[config.mk]
export PLATFORM = sky130hd
export DESIGN_NAME = prim_dispatch
export DESIGN_NICKNAME = d
export VERILOG_FILES = /design/src/rtl/prim_dispatch.sv
export SDC_FILE = /design/constraint.sdc
export NUM_CORES = 1
export LEC_CHECK = 0
export BUFFER_PORTS_ARGS = -buffer_cell sky130_fd_sc_hd__buf_4
export CORE_MARGIN = 2
export CORE_UTILIZATION = 55
export CTS_CLUSTER_SIZE = 14
export DETAILED_ROUTE_END_ITERATION = 16
export PLACE_DENSITY = 0.84
export SYNTH_ARGS = -nofsm -noshare
export SYNTH_HDL_FRONTEND = slang
export SYNTH_SLANG_ARGS = --single-unit
[constraint.sdc]
create_clock -name clk -period 4.7 [get_ports clk]
set_clock_uncertainty 0.15 [all_clocks]
set_input_delay 0.235 -clock clk [delete_from_list [all_inputs] [get_ports clk]]
set_output_delay 0.235 -clock clk [all_outputs]
set_load 0.01 [all_outputs]
[src/rtl/prim_dispatch.sv]
// Primitive dispatcher: hands one latched line/circle command to its engine, tracks completion,
// and aborts the engine if it makes no progress within TIMEOUT_CYCLES unstalled cycles.
module prim_dispatch #(
   parameter int unsigned TIMEOUT_CYCLES = 307200
) (
   input  logic        clk,
   input  logic        rst,
   input  logic        cmd_valid,
   output logic        cmd_ready,
   input  logic [1:0]  cmd_type,
   input  logic [37:0] cmd_positions,
   input  logic        mem_busy,
   input  logic        halt,
   input  logic        line_done,
   input  logic        circle_done,
   input  logic        err_clr,
   output logic [37:0] positions,
   output logic        line_start,
   output logic        circle_start,
   output logic        stop,
   output logic        engine_abort,
   output logic        prim_done,
   output logic        busy,
   output logic        timeout_err,
   output logic        err_badcmd,
   output logic [15:0] prim_count
);

   typedef enum logic [1:0] {IDLE = 2'd0, START = 2'd1, BUSY = 2'd2} state_e;

   localparam logic [19:0] WD_LAST = 20'(TIMEOUT_CYCLES - 1);

   state_e      state_q, state_d;
   logic        sel_circle_q, sel_circle_d;
   logic [37:0] positions_q, positions_d;
   logic [19:0] wd_q, wd_d;
   logic [15:0] prim_count_q, prim_count_d;
   logic        line_start_q, line_start_d;
   logic        circle_start_q, circle_start_d;
   logic        stop_q, stop_d;
   logic        engine_abort_q, engine_abort_d;
   logic        prim_done_q, prim_done_d;
   logic        busy_q, busy_d;
   logic        timeout_err_q, timeout_err_d;
   logic        err_badcmd_q, err_badcmd_d;
   logic        accept;
   logic        done_sel;

   assign cmd_ready = (state_q == IDLE) && !halt;
   assign accept    = cmd_valid && cmd_ready;
   assign done_sel  = sel_circle_q ? circle_done : line_done;

   always_comb begin
      state_d        = state_q;
      sel_circle_d   = sel_circle_q;
      positions_d    = positions_q;
      wd_d           = wd_q;
      prim_count_d   = prim_count_q;
      line_start_d   = 1'b0;
      circle_start_d = 1'b0;
      engine_abort_d = 1'b0;
      prim_done_d    = 1'b0;
      err_badcmd_d   = 1'b0;
      timeout_err_d  = err_clr ? 1'b0 : timeout_err_q;

      case (state_q)
         IDLE: begin
            if (accept) begin
               if (cmd_type[1]) begin
                  err_badcmd_d = 1'b1;
               end else begin
                  positions_d    = cmd_positions;
                  sel_circle_d   = cmd_type[0];
                  line_start_d   = !cmd_type[0];
                  circle_start_d = cmd_type[0];
                  state_d        = START;
               end
            end
         end
         START: begin
            wd_d    = '0;
            state_d = BUSY;
         end
         BUSY: begin
            // A done seen on the limit cycle completes normally rather than aborting.
            if (done_sel) begin
               prim_done_d  = 1'b1;
               prim_count_d = prim_count_q + 16'd1;
               state_d      = IDLE;
            end else if (!stop_q) begin
               if (wd_q == WD_LAST) begin
                  engine_abort_d = 1'b1;
                  timeout_err_d  = 1'b1;
                  state_d        = IDLE;
               end else begin
                  wd_d = wd_q + 20'd1;
               end
            end
         end
         default: state_d = IDLE;
      endcase

      stop_d = (state_d == BUSY) && (mem_busy || halt);
      busy_d = (state_d != IDLE);
   end

   always_ff @(posedge clk or posedge rst) begin
      if (rst) begin
         state_q        <= IDLE;
         sel_circle_q   <= 1'b0;
         positions_q    <= '0;
         wd_q           <= '0;
         prim_count_q   <= '0;
         line_start_q   <= 1'b0;
         circle_start_q <= 1'b0;
         stop_q         <= 1'b0;
         engine_abort_q <= 1'b0;
         prim_done_q    <= 1'b0;
         busy_q         <= 1'b0;
         timeout_err_q  <= 1'b0;
         err_badcmd_q   <= 1'b0;
      end else begin
         state_q        <= state_d;
         sel_circle_q   <= sel_circle_d;
         positions_q    <= positions_d;
         wd_q           <= wd_d;
         prim_count_q   <= prim_count_d;
         line_start_q   <= line_start_d;
         circle_start_q <= circle_start_d;
         stop_q         <= stop_d;
         engine_abort_q <= engine_abort_d;
         prim_done_q    <= prim_done_d;
         busy_q         <= busy_d;
         timeout_err_q  <= timeout_err_d;
         err_badcmd_q   <= err_badcmd_d;
      end
   end

   assign positions    = positions_q;
   assign line_start   = line_start_q;
   assign circle_start = circle_start_q;
   assign stop         = stop_q;
   assign engine_abort = engine_abort_q;
   assign prim_done    = prim_done_q;
   assign busy         = busy_q;
   assign timeout_err  = timeout_err_q;
   assign err_badcmd   = err_badcmd_q;
   assign prim_count   = prim_count_q;

endmodule

==> results.cfg <==
[route]
drtPass1Iterations = 5
initialDrtViolationCount = 412
viasPerCell = 5.95
ant_nets = 0
num_vias = 3206
wire_per_inst_um = 20.2
drc = 0
finalWirelength_um = 10900

[cells_and_area]
layout.nets = 508
syn_to_final_growth_pct = 40.7
antenna_cells = 0
drive_gt1_share_pct = 37.0
fillers = 336
fin_util_pct = 81.3

[clock_network]
clk_latency_ns = 0.35
cts_sinks = 85
cts_max_path_buffers = 2
cts_tree = done
htreeDepth = 3
numCtsBuffers = 9
path_clk_slew_ns = 0.09
root_buffer = clkbuf_8

[placement]
place_hpwl_um = 6160
place_congestion = 0.810
portBuffers = 110

[floorplanning]
die_area_um2 = 7420
core_um2 = 6420
die_w_um = 86.2
die_y_um = 86.2
io_pins = 111
initial_core_util_pct = 57.8
num_rows = 29

[job]
cap_viol_max_count = 0

[yosys]
synth_area_per_cell_um2 = 12.1
ys_ff_latch = 85
synth-seq-area-share_pct = 57.3
synth_cell_type_count = 43
synthSimpleGateAreaFrac_pct = 15.5
postSynthCellCount = 306
syn-num-nets = 356
syn_area_um2 = 3710
synthMuxAreaShare_pct = 14.9
synth_compound_area_share_pct = 6.13
synth-xor-area-share_pct = 3.54
synthAdderAreaFrac_pct = 0.674
synth_top_family_by_area = simple AND/OR/NAND/NOR gates
yosysWarnings = 0

[critical_path]
path_max_fanout = 42
rr_startpoint = state_q[0]
path_cells = nor3_1, nand2_1, nor2_4, mux2_2
rrSetupSlack_ns = 2.08
cp-start-kind = flop
worst_setup_path_end_kind = flop
rr_endpoint = positions[20]
slowest_stage = nor2_4
crit_type = flop to flop
crit_arrival_ns = 2.71
critical-path-max-stage-delay_ns = 0.88
cp.required_ns = 4.79
reg2reg_depth = 4

[global_routing]
track_usage_pct = 31.9
first_global_vias = 3435
grt_max_degree = 46
antenna_found_initial = 0
grt_pass1_wl_um = 17900
gr-total-overflow = 0

[sta]
period_needed_ns = 2.62
hold_violations = 0
rsz0062_at_grt = false
fmax_mhz = 382
worst_pin_slew_ns = 1.12
fin_crit_sh_pct = 55.7
finalSetupViolations = 0
slew_violations = 0
slew_headroom_pct = 25.2
fin_setup_tns_ns = 0

[hold_path]
hold_depth = 3
min_from = halt
worstHoldEndpoint = stop
hold_path.class = input port to flop

[power_and_ir_drop]
peakVddDrop_v = 0.000329
powerDensity_nw_per_um2 = 389
post-layout-total-power_mw = 2.03
leakage_nw = 2.40

[run_status]
status = finished, final reports clean
==> how the worst max path moves through the flow <==
stage | start | slack (ns) | depth (start not counted) | endpoint
6_report | state_q[0] | 2.08 | 4 | positions[20]
4_1_cts | state_q[0] | 2.32 | 4 | positions[21]
5_1_grt | state_q[0] | 1.97 | 4 | positions[13]
2_1_floorplan | rst | 2.12 | 1 | busy
3_5_place_dp | state_q[0] | 2.33 | 4 | positions[21]
3_3_place_gp | state_q[0] | 2.37 | 4 | positions[14]
==> final cells by class <==
class / instances / area (um2) / area share (%)
Tap cell: 77 / 96.3 / 1.84
Sequential cell: 85 / 2130 / 40.7
Inverter: 4 / 16.3 / 0.311
Clock buffer: 12 / 155 / 2.97
Multi-Input combinational cell: 204 / 1520 / 29.1
Clock inverter: 3 / 45.0 / 0.862
Timing Repair Buffer: 154 / 1260 / 24.2
==> synth_stat cells <==
master    number  area share [%]
or4_1          5             1.0
xor2_1         8             1.9
clkbuf_1      10             1.0
buf_2          1            0.13
mux2_2        41              12
nand3b_1       1            0.20
nand4b_1       1            0.24
inv_1          4            0.40
a211oi_1       5             1.0
a21oi_1       11             1.5
nand2_1       26             2.6
mux2i_1        9             2.4
or2_2          2            0.34
and2b_1        2            0.40
o211ai_1       1            0.20
a2111o_1       1            0.30
o21ai_0        4            0.54
o41ai_1        3            0.71
nand3_1       14             1.9
or2b_1         1            0.20
and3_1         4            0.67
nand4_1        5            0.84
or4_4          1            0.30
ha_1           2            0.67
nor4_1         5            0.84
or3_1          1            0.17
buf_1          1            0.10
xnor2_1        7             1.7
and2_1         3            0.51
nor2_1        10             1.0
nor4bb_1       1            0.27
nor3_1         7            0.94
and4_1         3            0.71
o311ai_0       3            0.71
dfrtp_1       85              57
o22ai_1        1            0.17
buf_6          1            0.30
or4bb_1        2            0.61
or3b_1         1            0.24
o31ai_1        5             1.0
nor3b_1        2            0.40
and4b_1        1            0.27
nand2b_1       5            0.84
==> metal layers <==
metal	vias to the layer above	track usage, %	wire length [um]
met2	189	53.0	5540
met3	40	8.66	788
met5	-	0	0
met1	1562	38.9	4150
met4	0	14.3	392
li1	1415	-	-
==> what timing repair did <==
item | CTS | global route
hold buffers | 43 | 0
endpoints found under the hold margin | 87 | 0
gates resized for setup | 0 | 0
buffers inserted | 0 | 0
==> report_power, final <==
part / leakage, nW / switching (mW) / total, mW / internal, mW
Sequential: 1.09 / 0.115 / 0.974 / 0.859
Combinational: 1.22 / 0.228 / 0.520 / 0.292
Clock: 0.0947 / 0.264 / 0.537 / 0.272
==> state kept, by name, summed over array words and instances, names as in the netlist <==
signal        count
wd_q             20
positions        38
busy              1
engine_abort      1
prim_count       16
line_start        1
circle_start      1
stop              1
err_badcmd        1
timeout_err       1
prim_done         1
sel_circle_q      1
state_q           2
==> cells in the final DEF (no fill, tap or decap), drive strengths merged, types with 9 or more instances in the layout <==
master	n
clkbuf	12
nand3	14
buf	111
mux2	41
dlygate4sd3	43
dfrtp	85
a21oi	11
nand2	26
mux2i	9
nor2	10
==> worst max-delay path, delay by kind of cell (launching register included) <==
family / cells / cell delay, ns
simple gates: 3 / 1.42
flops: 1 / 0.47
mux: 1 / 0.44
==> per-stage QoR <==
step	std cells	setup WS (ns)	hold WS (ns)	cell area [um2]
floorplan	306	2.12	0.156	3710
global placement	481	2.37	0.242	4590
detailed placement	481	2.33	0.255	4590
CTS	539	2.32	0.000454	5220
global route	539	1.97	0.0230	5220
finish	539	2.08	0.0213	5220
==> kinds of logic (layout without fill, tap and decap cells) <==
| kind of cell | Yosys count | after routing |
|---|---|---|
| AO/OA/AOI/OAI | 34 | 34 |
| XOR/XNOR | 15 | 15 |
| adder cells (fa/ha/maj) | 2 | 2 |
| buffers and inverters | 17 | 173 |
| flip-flops | 85 | 85 |
| multiplexers | 50 | 50 |
| AND/OR/NAND/NOR | 103 | 103 |
No activity file was read; power rests on OpenSTA's default activity.
